**src/rtl/prover_shuffle_ctrl_pkg.sv**
```systemverilog
// prover_shuffle_ctrl_pkg: shared FSM state encoding, output bundle and round index width helper
package prover_shuffle_ctrl_pkg;

    typedef enum logic [2:0] {
        IDLE,
        RESTART,
        WAIT_SH,
        PRESENT,
        ADVANCE,
        FINISH
    } state_e;

    typedef struct packed {
        logic sh_en;
        logic sh_restart;
        logic round_valid;
        logic busy;
        logic done;
        logic timeout;
    } ctrl_out_t;

    function automatic int idx_w(input int n);
        return $clog2(n + 1);
    endfunction

endpackage

```
**src/rtl/prover_timeout_ctr.sv**
```systemverilog
// prover_timeout_ctr: watchdog counting cycles while count is high, pulsing expired on the Limit-th cycle
module prover_timeout_ctr #(
    parameter int Limit = 64
) (
    input  logic clk,
    input  logic rst,
    input  logic clear,
    input  logic count,
    output logic expired
);

    localparam int CW = $clog2(Limit + 1);

    logic [CW-1:0] cnt_q;

    assign expired = count && (cnt_q == CW'(Limit - 1));

    // count held cycles; stop at the expiry value so the counter never wraps
    always_ff @(posedge clk) begin
        if (rst || clear)
            cnt_q <= '0;
        else if (count && !expired)
            cnt_q <= cnt_q + CW'(1);
    end

endmodule

```
**src/rtl/prover_shuffle_ctrl.sv**
```systemverilog
// prover_shuffle_ctrl: sequences restart/enable/present/ack rounds of a shuffle datapath with a watchdog
module prover_shuffle_ctrl
    import prover_shuffle_ctrl_pkg::*;
#(
    parameter int nValBits      = 4,
    parameter int nParBits      = 1,
    parameter int TimeoutCycles = 64
) (
    input  logic                         clk,
    input  logic                         rst,
    input  logic                         start,
    input  logic                         abort,
    input  logic                         sh_ready_pulse,
    input  logic                         round_ack,
    output logic                         sh_en,
    output logic                         sh_restart,
    output logic                         round_valid,
    output logic [idx_w(nValBits)-1:0]   round_idx,
    output logic                         busy,
    output logic                         done,
    output logic                         timeout
);

    localparam int IW = idx_w(nValBits);
    localparam logic [IW-1:0] LastIdx = IW'(nValBits - 1);

    if (nValBits < 1 || nParBits < 1 || TimeoutCycles < 1) begin : g_bad_params
        $error("prover_shuffle_ctrl: nValBits, nParBits and TimeoutCycles must all be >= 1");
    end

    state_e          state_q, state_d;
    logic [IW-1:0]   idx_q, idx_d;
    ctrl_out_t       out_q, out_d;
    logic            timeout_d;
    logic            expired;

    // the watchdog is held clear outside WAIT_SH, so each entry starts from zero
    prover_timeout_ctr #(.Limit(TimeoutCycles)) u_wdog (
        .clk     (clk),
        .rst     (rst),
        .clear   (state_q != WAIT_SH),
        .count   (state_q == WAIT_SH),
        .expired (expired)
    );

    // state, round index and all outputs are registered
    always_ff @(posedge clk) begin
        if (rst) begin
            state_q <= IDLE;
            idx_q   <= '0;
            out_q   <= '0;
        end else begin
            state_q <= state_d;
            idx_q   <= idx_d;
            out_q   <= out_d;
        end
    end

    // next state: abort beats everything, a ready pulse beats watchdog expiry
    always_comb begin
        state_d   = state_q;
        idx_d     = idx_q;
        timeout_d = 1'b0;
        if (abort && state_q != IDLE) begin
            state_d = IDLE;
        end else begin
            case (state_q)
                IDLE: begin
                    if (start) begin
                        state_d = RESTART;
                        idx_d   = '0;
                    end
                end
                RESTART: state_d = WAIT_SH;
                WAIT_SH: begin
                    if (sh_ready_pulse) begin
                        state_d = PRESENT;
                    end else if (expired) begin
                        state_d   = IDLE;
                        timeout_d = 1'b1;
                    end
                end
                PRESENT: begin
                    if (round_ack) begin
                        state_d = (idx_q == LastIdx) ? FINISH : ADVANCE;
                        idx_d   = (idx_q == LastIdx) ? idx_q : idx_q + IW'(1);
                    end
                end
                ADVANCE: state_d = WAIT_SH;
                FINISH:  state_d = IDLE;
                default: state_d = IDLE;
            endcase
        end
    end

    // outputs decoded from the state being entered so they appear registered with it
    always_comb begin
        out_d             = '0;
        out_d.sh_en       = (state_d == RESTART) || (state_d == ADVANCE);
        out_d.sh_restart  = (state_d == RESTART);
        out_d.round_valid = (state_d == PRESENT);
        out_d.busy        = (state_d != IDLE);
        out_d.done        = (state_d == FINISH);
        out_d.timeout     = timeout_d;
    end

    assign sh_en       = out_q.sh_en;
    assign sh_restart  = out_q.sh_restart;
    assign round_valid = out_q.round_valid;
    assign busy        = out_q.busy;
    assign done        = out_q.done;
    assign timeout     = out_q.timeout;
    assign round_idx   = idx_q;

endmodule

```
**config.mk**
```make
export PLATFORM = sky130hd
export DESIGN_NAME = prover_shuffle_ctrl
export DESIGN_NICKNAME = d
export VERILOG_FILES = /design/src/rtl/prover_shuffle_ctrl_pkg.sv /design/src/rtl/prover_timeout_ctr.sv /design/src/rtl/prover_shuffle_ctrl.sv
export SDC_FILE = /design/constraint.sdc
export NUM_CORES = 1
export LEC_CHECK = 0
export ABC_AREA = 1
export BUFFER_PORTS_ARGS = -buffer_cell sky130_fd_sc_hd__buf_2
export CAP_MARGIN = 30
export CORE_MARGIN = 5
export CORE_UTILIZATION = 55
export CTS_CLUSTER_SIZE = 28
export DETAILED_ROUTE_END_ITERATION = 10
export PLACE_DENSITY = 0.78
export SYNTH_ARGS = -nofsm -noshare
export SYNTH_HDL_FRONTEND = slang
export SYNTH_SLANG_ARGS = --single-unit
```
**constraint.sdc**
```tcl
create_clock -name clk -period 2.3 [get_ports clk]
set_clock_uncertainty 0.1 [all_clocks]
set_input_delay 0.46 -clock clk [delete_from_list [all_inputs] [get_ports clk]]
set_output_delay 0.46 -clock clk [all_outputs]
set_load 0.01 [all_outputs]
```
==> impl_metrics.ini, run 1 <==
[routing]
ant_nets = 0
num_vias = 793
dr.pass1.iters = 4
wire_per_inst_microns = 11.10
vias_per_cell = 4.835
drt-total-wl_microns = 1821
drt_iter0_markers = 15
drc = 0

[placed_design]
place_area_sq_mm = 0.001079
place_inst = 160
dp_hpwl_microns = 1441
place_congestion = 0.8300
port_buffers = 14

[critical_path]
r2r_slack_ps = 750
cp_num_cells = 10
crit_path_frequent_cell = nand2_1
end_kind = flip-flop
path_cells = ha_1, inv_1, nor2_4, nand2_2, nand2_4, nand2_2, nand2_4, nand2_1, nand2_1, nand2_1
cp_top_family = simple AND/OR/NAND/NOR gates
critical_path_class = reg -> reg
cp_max_fo = 6
r2r-end = busy
critPathSlowestCell = dfxtp_1
critPathLaunchType = flip-flop
crit_end = busy
cp.buffers_inverters = 1
cp.arrival_ps = 1660
reg2regPathDepth = 10
slowest_delay_ps = 420
cp.required_ps = 2410
rr_startpoint = u_wdog.cnt_q[0]
crit_start = u_wdog.cnt_q[0]

[clock_tree]
clkTransAtPathRegs_ps = 110
cts_tree = done
clkLatencyLatePin_ps = 300
postCtsResizedCells = 0
cts_max_level = 1
cts_sinks = 19
cts_buffers = 3
cts_root_buf = clkbuf_4
cts_max_path_buffers = 2
cts_hold_buf = 0
postCtsSetupRepairBufs = 0

[global_route]
grt_overflow = 0
grt_pass1_vias = 778
groute.usage.overall_pct = 15.38
grt_pass1_wl_microns = 3160
antenna_found_initial = 0
grt_max_degree = 12

[synth]
synth_cells = 122
synthArstFlopShare_pct = 0
synth.yosys.seq_area_share_pct = 38.73
synth.net_count = 131
syn_avg_cell_area_sq_um = 8.051
synth.most_common_cell = nand2_1
synth.top_cell.area_share_pct = 38.73
synth_ff_type = dfxtp_1
synth.top_cells.by_count = 25 x nand2_1, 19 x dfxtp_1, 14 x inv_1, 14 x nor2_1, 6 x a21oi_1
yosysWarnings = 0
synth.top_cells.by_area = dfxtp_1 39%, nand2_1 9.6%, nand2_4 5.7%, inv_1 5.4%, nor2_1 5.4%
netlist_area_sq_um = 982.2
synth-edff-count = 0
synth-seq-cells = 19
yosys.area.top_type = dfxtp_1
synth_cell_types = 26

[timing]
max_freq_mhz = 645.2
fin_crit_ps = 1550
relSlewSlack_pct = 83.29
worst_pin_slew_ps = 249.7
setup_tns_ps = 0
fin_crit_sh_pct = 67.39
hold_violations = 0
setup_viol = 0
drv_slew = 0
rsz0062_at_grt = no

[cells_and_area]
multiInputGateArea_sq_um = 520.5
fillers = 146
design_area_sq_mm = 0.001106
antenna_cells = 0
nets = 149
final_cell_count_no_fill = 164
drive_gt1_share_pct = 31.65
area_delta_synth_final_pct = 12.61
ff_latch_area_sq_um = 380.4

[floorplanning]
rows = 15
die_area_sq_mm = 0.002731
io_pins = 15
die_h_microns = 52.26
dieWidth_microns = 52.26
placeableCoreArea_sq_mm = 0.001708
initial_core_util_pct = 57.51

[worst_hold_path]
hp-class = in -> reg
holdPathStages = 2

[pwr]
p_per_area_mw_per_mm2 = 671.6
ir_worst_vdd_mv = 0.3621
p_leak_uw = 0.0005755

[flow_run]
drv_cap = 0

[status]
outcome = finished clean
[final cells by class]
class / count / share of cell area, %
inverter: 19 / 6.900
sequential: 19 / 34.39
timing repair buffer: 14 / 6.335
clock inverter: 1 / 0.4525
multi-input combinational: 83 / 47.06
clock buffer: 3 / 2.036
tap: 25 / 2.828
[layout by cell type, fill, tap and decap left out]
cell type / instances
nor2_2: 1
a21oi_1: 6
nand2_2: 5
nand3_1: 4
a31oi_1: 1
nor4_1: 1
clkbuf_4: 3
nand4_1: 3
nor2_8: 1
nand3_4: 1
nand3b_4: 1
inv_4: 2
inv_1: 14
nor3_2: 1
o21ai_1: 3
nor2_1: 14
o31ai_1: 1
buf_2: 14
nor2_4: 3
a21oi_2: 1
ha_1: 3
xor2_1: 1
nand3_2: 2
inv_2: 3
clkinv_2: 1
dfxtp_1: 19
nand2_4: 5
nand2_1: 25
[worst min path at each step]
stage / end / slack (ps) / startpoint
floorplan: u_wdog.cnt_q[6] / 330 / u_wdog.cnt_q[6]
global placement: u_wdog.cnt_q[6] / 340 / u_wdog.cnt_q[6]
detailed placement: u_wdog.cnt_q[6] / 360 / u_wdog.cnt_q[6]
CTS: timeout / 230 / sh_ready_pulse
global route: timeout / 230 / sh_ready_pulse
finish: timeout / 250 / sh_ready_pulse
[flip-flops by register name (all words and copies together) (netlist names)]
register,flops
busy,1
done,1
round_idx,3
round_valid,1
sh_en,1
sh_restart,1
state_q,3
timeout,1
u_wdog.cnt_q,7
[power by group]
part	total [uW]	switching, uW	internal [uW]
Combinational	208	137	70.7
Sequential	366	14.7	351
Clock	169	104	64.7
Total	743	256	487
[stage by stage]
step                      hold WS, ps  worst slack [ps]  util, %  total power [uW]
after floorplan                 334.3             887.0        -             535.4
after detailed placement        361.2             763.6    63.15             581.1
after global placement          342.5             808.7    63.15             575.4
after global routing            227.7             634.6    64.76             792.2
after CTS                       234.9             748.5    64.76             748.2
final                           247.1             750.0    64.76             742.9
[metal layers]
metal	track usage, %	share of wire [%]	vias to the layer above
met5	0	0	-
met4	6.383	0.77	0
met3	3.704	4.5	2
met2	25.94	47	16
met1	18.53	48	355
li1	-	-	420
[cells by family after synthesis]
family	count (synthesis)	share of synthesized area (%)
and+or+nand+nor	67	41.40
buffers and inverters	20	8.279
DFF	19	38.73
AOI/OAI and AO/OA	12	6.880
adders and majority gates	3	3.822
xor gates and xnor gates	1	0.8919
Power figures use the tool's default switching activity.
==> run 2: changes to the inputs <==
--- a/config.mk
+++ b/config.mk
@@ -5,14 +5,14 @@
 export SDC_FILE = /design/constraint.sdc
 export NUM_CORES = 1
 export LEC_CHECK = 0
-export ABC_AREA = 1
+export ABC_AREA = 0
 export BUFFER_PORTS_ARGS = -buffer_cell sky130_fd_sc_hd__buf_2
 export CAP_MARGIN = 30
 export CORE_MARGIN = 5
-export CORE_UTILIZATION = 55
+export CORE_UTILIZATION = 48
 export CTS_CLUSTER_SIZE = 28
 export DETAILED_ROUTE_END_ITERATION = 10
-export PLACE_DENSITY = 0.78
+export PLACE_DENSITY = 0.73
 export SYNTH_ARGS = -nofsm -noshare
 export SYNTH_HDL_FRONTEND = slang
 export SYNTH_SLANG_ARGS = --single-unit
==> constraint.sdc (replaced) <==
create_clock -name clk -period 1.3 [get_ports clk]
set_clock_uncertainty 0.1 [all_clocks]
set_input_delay 0.26 -clock clk [delete_from_list [all_inputs] [get_ports clk]]
set_output_delay 0.26 -clock clk [all_outputs]
set_load 0.01 [all_outputs]
==> impl_metrics.ini, run 2 <==
[routing]
wire_per_inst_microns = 13.09
ant_nets = 0
vias_per_cell = 5.216
dr.pass1.iters = 4
drc = 0
drt_iter0_markers = 8
num_vias = 845
drt-total-wl_microns = 2120

[pwr]
comb_power_share_pct = 11.1
power_uw = 1009
p_per_area_mw_per_mm2 = 717.7
seqPwrFrac_pct = 59.3
p_clk_share_pct = 29.6
netSwitchingFraction_pct = 24.46
p_int_uw = 762.4
p_switching_uw = 246.9
ir_worst_vdd_mv = 0.7013
p_leak_uw = 0.0006225

[timing]
max_freq_mhz = 584.9
setup_viol = 16
drv_slew = 0
layout_setup_ws_ps = -409.6
finalHoldWorstSlack_ps = 155.9
hold_violations = 0
worst_pin_slew_ps = 629.6
rsz0062_at_grt = yes
fin_crit_sh_pct = 131.5
setup_tns_ps = -3638
fin_crit_ps = 1710
relSlewSlack_pct = 57.66

[synth]
netlist_area_sq_um = 885.9
synthArstFlopShare_pct = 0
synth_cells = 89
synth-edff-count = 0
yosys.area.top_type = dfxtp_1
synth_cell_types = 39
synth.most_common_cell = dfxtp_1
syn_avg_cell_area_sq_um = 9.953
synth.top_cell.area_share_pct = 42.94
synth.top_cells.by_area = dfxtp_1 43%, ha_1 4.2%, nand2_1 3.0%, a21oi_1 2.8%, or3_1 2.8%
synth.yosys.seq_area_share_pct = 42.94
synth_ff_type = dfxtp_1
synth.net_count = 98
synth-seq-cells = 19
yosysWarnings = 0
synth.top_cells.by_count = 19 x dfxtp_1, 7 x nand2_1, 6 x nor2_1

[cells_and_area]
antenna_cells = 0
fillers = 120
largest-register = u_wdog.cnt_q
design_area_sq_mm = 0.001406
ff_latch_area_sq_um = 397.9
multiInputGateArea_sq_um = 608.1
nets = 147
area_delta_synth_final_pct = 58.76
drive_gt1_share_pct = 62.04
layout_common_cells = 29 x buf_4, 12 x buf_2, 11 x dfxtp_1, 6 x nand2_1
largest_reg_flops = 7
layout_commonest_cell = buf_4

[placed_design]
place_congestion = 0.7758
place_area_sq_mm = 0.001234
dp_hpwl_microns = 1470
port_buffers = 14

[clock_tree]
clkTransAtPathRegs_ps = 110
cts_tree = done
cts_buffers = 3
clkLatencyLatePin_ps = 290
cts_sinks = 19
cts_max_path_buffers = 2
cts_max_level = 1
cts_hold_buf = 0
cts_root_buf = clkbuf_4

[status]
violations = setup timing
outcome = complete, but fails checks

[floorplanning]
die_area_sq_mm = 0.002805
placeableCoreArea_sq_mm = 0.001745
io_pins = 15
dieWidth_microns = 52.96
initial_core_util_pct = 50.75
rows = 15
die_h_microns = 52.96

[critical_path]
critical_path_class = reg -> reg
cp.required_ps = 1390
end_kind = flip-flop
critPathLaunchType = flip-flop
cp.arrival_ps = 1800
cp_max_fo = 5

[worst_hold_path]
hp-class = in -> reg

[global_route]
grt_overflow = 0
grt_pass1_vias = 836
groute.usage.overall_pct = 17.19
grt_max_degree = 12
antenna_found_initial = 0
grt_pass1_wl_microns = 3443

[flow_run]
drv_cap = 0
## run 2: changes by cell type after synthesis, sizes merged, moves of 2 or more
| cell | before | now |
|---|---|---|
| o211a | 0 | 2 |
| inv | 19 | 2 |
| a21oi | 7 | 5 |
| nand2 | 35 | 7 |
| nand3 | 7 | 1 |
| a211oi | 0 | 2 |
| buf | 0 | 2 |
| nor3 | 1 | 4 |
| nor2b | 0 | 2 |
| or3 | 0 | 5 |
| nand4 | 3 | 1 |
| nor2 | 19 | 7 |
| o31ai | 1 | 3 |
## run 2: cells by family after synthesis
| family | share of synthesized area, % |
|---|---|
| AND/OR/NAND/NOR | 30.23 |
| AO/OA/AOI/OAI | 18.22 |
| flip-flops | 42.94 |
| buffers and inverters | 3.389 |
| adder cells (fa/ha/maj) | 4.238 |
| XOR/XNOR | 0.9889 |
## run 2: per-layer routing
metal | share of wire, % | track usage [%] | vias up
li1 | - | - | 429
met1 | 41 | 18.52 | 397
met5 | 0 | 0 | -
met2 | 52 | 31.40 | 15
met3 | 4.6 | 3.662 | 4
met4 | 1.6 | 8.085 | 0
## run 2: area by class of cell
| cell class | instances | share of cell area (%) |
|---|---|---|
| multi-input cells | 66 | 43.24 |
| flip-flops and latches | 19 | 28.29 |
| repair buffers | 46 | 23.75 |
| well taps | 25 | 2.224 |
| clock buffers | 3 | 1.601 |
| inverters | 2 | 0.5338 |
| clock inverters | 1 | 0.3559 |
## run 2: critical path: stages, from the launching register on
cell     delay, ps
dfxtp_4        370
ha_4           160
ha_4           150
and3b_1        210
o41ai_2         80
and2b_2        230
or3_1          310
## run 2: worst paths after layout
path / start / to / slack (ps) / cells past startpoint
min reg2reg: u_wdog.cnt_q[5] / u_wdog.cnt_q[5] / 420 / 2
max reg2reg: round_idx[1] / busy / -410 / 6
max: round_idx[1] / busy / -410 / 6
min: abort / timeout / 160 / 3
## run 2: power by group through the flow
stage / sequential (uW) / combinational (uW) / clock, uW
after detailed placement: 612 / 104 / 0
after floorplan: 614 / 55.9 / 0
after CTS: 599 / 110 / 307
after global placement: 612 / 102 / 0
after global routing: 601 / 123 / 336
final: 599 / 112 / 298
## run 2: through the flow
stage                     utilization, %  worst slack [ps]  std cells
after global placement             70.68            -385.0        151
after CTS                          77.42            -420.0        160
after detailed placement           70.68            -418.7        151
after global routing               80.57            -494.3        162
after floorplan                        -            -376.4         89
final                              80.57            -409.6        162
## run 2: what timing repair did
item                       CTS  global route
setup endpoints to repair   17            20
pin swaps                   16            10
setup buffers                5             4
resized for setup           15            11
